### src/rtl/fpu_pkg.sv
// fpu_pkg: shared constants, FSM states and flag positions for the FPU datapath
package fpu_pkg;
    localparam int BIAS = 127;
    localparam int EMIN = -126;
    localparam int EMAX = 127;
    localparam logic [31:0] CANON_NAN = 32'h7FC0_0000;

    typedef enum logic [2:0] {IDLE, SPECIAL, MUL, ROUND, DONE} state_t;

    localparam int FLAG_INV = 3;
    localparam int FLAG_OVF = 2;
    localparam int FLAG_UNF = 1;
    localparam int FLAG_INX = 0;
endpackage

### src/rtl/rec_round_pack.sv
// rec_round_pack: normalize, denormalize, round-to-nearest-even and pack a 48-bit product
module rec_round_pack
    import fpu_pkg::*;
(
    input  logic              sign,
    input  logic signed [9:0] e,
    input  logic [47:0]       p,
    output logic [31:0]       fp,
    output logic [3:0]        flags
);
    logic signed [11:0] e1, d, eo;
    logic [23:0] m, mr;
    logic g, s, gr, sr, tiny, inc, ovf, inx;
    logic [4:0] sh;
    logic [50:0] v;
    logic [24:0] r;

    // Select the top 24 bits, shift tiny results into the subnormal range, round and pack
    always_comb begin
        e1 = {{2{e[9]}}, e} + {11'd0, p[47]};
        m = p[47] ? p[47:24] : p[46:23];
        g = p[47] ? p[23] : p[22];
        s = p[47] ? |p[22:0] : |p[21:0];
        tiny = e1 < 12'(EMIN);
        d = 12'(EMIN) - e1;
        sh = !tiny ? 5'd0 : d > 12'sd26 ? 5'd26 : d[4:0];
        v = {m, g, 26'd0} >> sh;
        mr = v[50:27];
        gr = v[26];
        sr = s | |v[25:0];
        inc = gr & (sr | mr[0]);
        r = {1'b0, mr} + {24'd0, inc};
        eo = e1 + {11'd0, r[24]};
        ovf = !tiny && eo > 12'(EMAX);
        inx = gr | sr;
        fp = ovf ? {sign, 8'hFF, 23'd0}
           : tiny ? {sign, 7'd0, r[23], r[22:0]}
           : {sign, 8'(eo + 12'(BIAS)), r[24] ? 23'd0 : r[22:0]};
        flags = '0;
        flags[FLAG_OVF] = ovf;
        flags[FLAG_UNF] = tiny & inx;
        flags[FLAG_INX] = inx | ovf;
    end
endmodule

### src/rtl/recfn_mul_seq.sv
// recfn_mul_seq: sequential shift-add binary32 multiplier on recoded operands
module recfn_mul_seq
    import fpu_pkg::*;
#(
    parameter int EXP_W = 9,
    parameter int SIG_W = 32,
    parameter int MAN_W = 24
) (
    input  logic             clk,
    input  logic             rst,
    input  logic             in_valid,
    output logic             in_ready,
    input  logic             a_sign,
    input  logic             b_sign,
    input  logic [EXP_W-1:0] a_exp,
    input  logic [EXP_W-1:0] b_exp,
    input  logic [SIG_W-1:0] a_sig,
    input  logic [SIG_W-1:0] b_sig,
    input  logic             a_isNAN,
    input  logic             a_isINf,
    input  logic             a_isZero,
    input  logic             b_isNAN,
    input  logic             b_isINf,
    input  logic             b_isZero,
    output logic             out_valid,
    input  logic             out_ready,
    output logic [31:0]      out_fp,
    output logic [3:0]       out_flags
);
    state_t state, next;
    logic sign, sp_inv, s_in, inval, nan, inf, special;
    logic signed [EXP_W:0] e;
    logic [MAN_W-1:0] mcand, mplr;
    logic [2*MAN_W-1:0] acc;
    logic [MAN_W:0] sum;
    logic [4:0] cnt;
    logic [31:0] sp_fp, sp_next, rp_fp;
    logic [3:0] rp_fl;
    logic unused;

    assign unused = ^{a_sig[SIG_W-1:MAN_W], b_sig[SIG_W-1:MAN_W]};
    assign in_ready = state == IDLE;
    assign out_valid = state == DONE;

    // Classify the incoming pair and form the next partial-product sum
    always_comb begin
        s_in = a_sign ^ b_sign;
        inval = (a_isINf & b_isZero) | (a_isZero & b_isINf);
        nan = a_isNAN | b_isNAN | inval;
        inf = a_isINf | b_isINf;
        special = nan | inf | a_isZero | b_isZero;
        sp_next = nan ? CANON_NAN : inf ? {s_in, 8'hFF, 23'd0} : {s_in, 31'd0};
        sum = {1'b0, acc[2*MAN_W-1:MAN_W]} + {1'b0, mplr[0] ? mcand : {MAN_W{1'b0}}};
    end

    // State register
    always_ff @(posedge clk or posedge rst)
        if (rst) state <= IDLE;
        else state <= next;

    // Next-state logic
    always_comb begin
        next = state;
        case (state)
            IDLE:    if (in_valid) next = special ? SPECIAL : MUL;
            SPECIAL: next = DONE;
            MUL:     if (cnt == 5'(MAN_W - 1)) next = ROUND;
            ROUND:   next = DONE;
            DONE:    if (out_ready) next = IDLE;
            default: next = IDLE;
        endcase
    end

    // Operand capture, shift-add iteration and result registers
    always_ff @(posedge clk or posedge rst)
        if (rst) begin
            sign <= 1'b0;
            e <= '0;
            mcand <= '0;
            mplr <= '0;
            acc <= '0;
            cnt <= '0;
            sp_fp <= '0;
            sp_inv <= 1'b0;
            out_fp <= '0;
            out_flags <= '0;
        end else begin
            case (state)
                IDLE: if (in_valid) begin
                    sign <= s_in;
                    e <= {a_exp[EXP_W-1], a_exp} + {b_exp[EXP_W-1], b_exp};
                    mcand <= a_sig[MAN_W-1:0];
                    mplr <= b_sig[MAN_W-1:0];
                    acc <= '0;
                    cnt <= '0;
                    sp_fp <= sp_next;
                    sp_inv <= inval;
                end
                SPECIAL: begin
                    out_fp <= sp_fp;
                    out_flags <= {sp_inv, 3'd0};
                end
                MUL: begin
                    acc <= {sum, acc[MAN_W-1:1]};
                    mplr <= mplr >> 1;
                    cnt <= cnt + 5'd1;
                end
                ROUND: begin
                    out_fp <= rp_fp;
                    out_flags <= rp_fl;
                end
                default: ;
            endcase
        end

    rec_round_pack u_rp (
        .sign(sign),
        .e(e),
        .p(acc),
        .fp(rp_fp),
        .flags(rp_fl)
    );
endmodule

### config.mk
export PLATFORM = sky130hd
export DESIGN_NAME = recfn_mul_seq
export DESIGN_NICKNAME = d
export VERILOG_FILES = /design/src/rtl/fpu_pkg.sv /design/src/rtl/rec_round_pack.sv /design/src/rtl/recfn_mul_seq.sv
export SDC_FILE = /design/constraint.sdc
export NUM_CORES = 1
export LEC_CHECK = 0
export ABC_AREA = 1
export ABC_CLOCK_PERIOD_IN_PS = 8700
export BUFFER_PORTS_ARGS = -buffer_cell sky130_fd_sc_hd__buf_2
export CORE_MARGIN = 2
export CORE_UTILIZATION = 45
export DETAILED_ROUTE_END_ITERATION = 12
export HOLD_SLACK_MARGIN = 0.12
export PLACE_DENSITY = 0.7
export SYNTH_ARGS = -nofsm -noshare
export SYNTH_HDL_FRONTEND = slang
export SYNTH_SLANG_ARGS = --single-unit
### constraint.sdc
create_clock -name clk -period 8.7 [get_ports clk]
set_input_delay 1.305 -clock clk [delete_from_list [all_inputs] [get_ports clk]]
set_output_delay 1.305 -clock clk [all_outputs]
set_load 0.02 [all_outputs]
==> results.txt <==
The run finished with clean final reports. The logs give 0.252 for the sequential share of power and 0 for the number of antenna diodes. The worst IR drop on VDD is 0.131 mV, and the power per cell area is 321 mW/mm2. The congestion estimate from routability-driven global placement came to 0.912. In this run the remaining antenna-violating nets after routing total 0. Post-route clock period utilization: 0.834. By area the synthesized netlist is led by dfrtp_1 (35%), nand2_1 (17%), nand3_1 (7.9%), inv_1 (6.9%), ha_1 (4.9%). By count the netlist is led by nand2_1 (510), inv_1 (205), nand3_1 (176).

For this block, the routed nets add up to 27500 um of wire. The count of pins on the block boundary was 132; the total count of max-transition violations in the final report was 0. The analysis attributes to net switching a power of 0.00195 W. The row count was 57; the post-detailed-placement cell area was 0.0119 mm2. The largest individual stage delay along the critical path comes from the cell a21oi_2.

The number of vias in the routed layout was 10611. The cell at the root of the clock tree was clkbuf_16. Delay contributed by the slowest stage of the critical path: 750 ps.

For the clock group share of total power, the log shows 0.207. Detailed router's first-iteration violation count: 862. The number of max-cap violations is 0. The effective utilization at floorplan came out at 0.458. The worst setup path is captured at a flop. The run gives 0.214 as the overall global routing resource usage. The most common cell in the synthesized netlist is nand2_1.

The run gives 0.191 as the relative max-transition margin. The CTS sink count came out at 155. The logic gate share of total power came out at 0.540. The peak fanout along the critical path is 26. The cell area that synthesis handed to floorplanning was 0.0111 mm2.

The average wire length per cell after detail routing is 13.4 um, and the area of the die is 0.0260 mm2. Counting distinct cell types in the post-synthesis netlist gives 51. The clock tree synthesis step divided the H-tree into 4 levels.

The tools report the register-to-register setup slack as 1440 ps. The largest net degree at the start of global routing was 82. TritonCTS built the clock tree. At the pin with the least slew margin, the transition time is 1210 ps. In this run the worst hold path is classified as flop to flop.

The total nets after synthesis is 1782, and the maximum operating frequency is 138 MHz. The analysis attributes to cell leakage a power of 6.46 nW. The number of port buffers was 115.

The tools report the number of antenna violations at the first check in global routing as 0. After technology mapping, the gate count stands at 1642. After clock tree synthesis, the setup repair step added 0 buffers. The synthesized area divided by synthesized cell count was 6.79 um2. The number of clock buffers added by TritonCTS is 17. The post-cts gate resize count was 0; the net switching fraction of the power was 0.483. The area share of the largest cell type after synthesis works out to 0.348.

The final number of hold-violating endpoints was 0; the via density per instance was 5.16. Cell internal power was estimated by the tool at 0.00209 W. The floorplan step set the die width to 161 um. From synthesis to final layout, the design area changed by 12.7%. The setup path with the least slack is of type flop to flop.

For this run, the post-layout net count is 1859. The number of design rule violations left after detail routing was 0. Detailed placement finished with a half-perimeter wire length of 20300 um. The count of TritonRoute iterations in the first routing pass was 5.

For the worst-skew pair, the clock arrives at the later sink with an insertion delay of 440 ps. Setup repair after global routing left no endpoint under its margin. The vertical extent of the die works out to 161 um.

Summed over all layers, the global routing overflow is 0. Subtracting the final worst setup slack from the clock period gives 7260 ps. The floorplan step defined a core boundary enclosing 0.0243 mm2. For the final routed database, the setup TNS stands at 0 ps.

The first global-routing pass estimated 46300 um of wire. The Yosys warning count is 0. Counting along the longest clock path gives a buffer depth of 2. By instance count, the cell type seen most on the critical path is nand3_1. The worst endpoint data arrival time was 7600 ps; the via count of the first global-routing pass was 9870.

Once layout is done, the placed cells without fillers occupy 0.0126 mm2. Measured in cells, the most critical reg-to-reg path has a length of 38. The worst setup path is launched from a flop. The fraction of layout instances using a drive strength above 1 works out to 0.115. For this run, the leading register cell type out of synthesis is dfrtp_1. The synthesized design spends more area on one cell type than any other, namely dfrtp_1. Along the worst hold path, the cell count comes to 2.

The count of flip-flops with a built-in enable after synthesis is 0, and the total of fill cells in the finished design is 2447. The sequential element share of the synthesized area is 0.348, and the proportion of register bits with asynchronous set or reset after synthesis is 1.00. Overall power consumption: 0.00403 W.

The register clock-pin slew on the reported worst setup and hold paths came out at 60 ps. The post-route clock skew was 11.2 ps; the register bit count reported by yosys was 155. Setup violations remaining at the end of the flow were counted as 0. For the worst setup path, the data required time is 9040 ps. For the count of hold buffers inserted by post-cts repair, the log shows 0.
## power by group through the flow
stage / clock network [W] / registers [W] / logic (W)
finish: 0.000837 / 0.00102 / 0.00218
global route: 0.000876 / 0.00104 / 0.00248
CTS: 0.000846 / 0.00102 / 0.00216
detailed placement: 0 / 0.00103 / 0.00215
global placement: 0 / 0.00102 / 0.00213
floorplan: 0 / 0.00103 / 0.00167
## cell families after synthesis
group | synth area share
compound gates | 0.134
flops | 0.348
xor+xnor | 0.0322
buf+inv | 0.102
fa+ha+maj | 0.0530
simple gates | 0.331
## layout by cell type, fill, tap and decap left out, types with 21 or more instances in the layout
master,synthesis,final
o22ai_1,51,51
o21ai_1,21,21
nand3_1,176,176
buf_2,21,115
xor2_1,29,29
nand2_1,510,510
dfrtp_1,155,155
o21ai_0,86,86
a21oi_1,38,38
nor3_1,23,22
nor2_1,98,97
inv_1,205,203
ha_1,44,44
## state kept, by name, indices dropped and copies added, names as in the netlist
name	flops
out_flags	4
e	10
out_fp	32
acc	48
state	3
mcand	24
sp_inv	1
sign	1
mplr	24
cnt	5
sp_fp	3
## critical path: cells and delay by family, from the launching register on
family	cells	cell delay, ps
buffers and inverters	5	590
adders and majority gates	5	1260
and+or+nand+nor	24	3420
AOI/OAI and AO/OA	3	1260
DFF	1	400
xor gates and xnor gates	1	220
## stage by stage
step / hold WS (ps) / utilization / setup WS [ps] / std cells
after floorplan: 442 / - / 3210 / 1642
final: 469 / 0.517 / 1440 / 2056
after detailed placement: 459 / 0.490 / 1500 / 2024
after global placement: 455 / 0.490 / 1620 / 2024
after global routing: 492 / 0.517 / 626 / 2056
after CTS: 475 / 0.517 / 1460 / 2056
## layer usage
layer  track usage  share of wire  vias up
li1              -              -     5513
met1         0.299           0.49     4885
met2         0.346           0.46      188
met3        0.0339          0.039       25
met4        0.0584          0.011        0
met5             0              0        -
## worst paths after layout
check | end | start
max in group asynchronous | out_fp[10] | rst
min | mcand[22] | mcand[22]
min reg2reg | mcand[22] | mcand[22]
max reg2reg | out_fp[19] | e[0]
min in group asynchronous | cnt[0] | rst
max | out_fp[19] | e[0]
## area by class of cell
class / instances / area, um2 / area share
Clock buffer: 17 / 425 / 0.0339
Clock inverter: 15 / 229 / 0.0182
Inverter: 216 / 816 / 0.0649
Multi-Input combinational cell: 1201 / 6140 / 0.488
Sequential cell: 155 / 3880 / 0.309
Tap cell: 324 / 405 / 0.0323
Timing Repair Buffer: 128 / 673 / 0.0536
(Power assumes the default switching activity.)
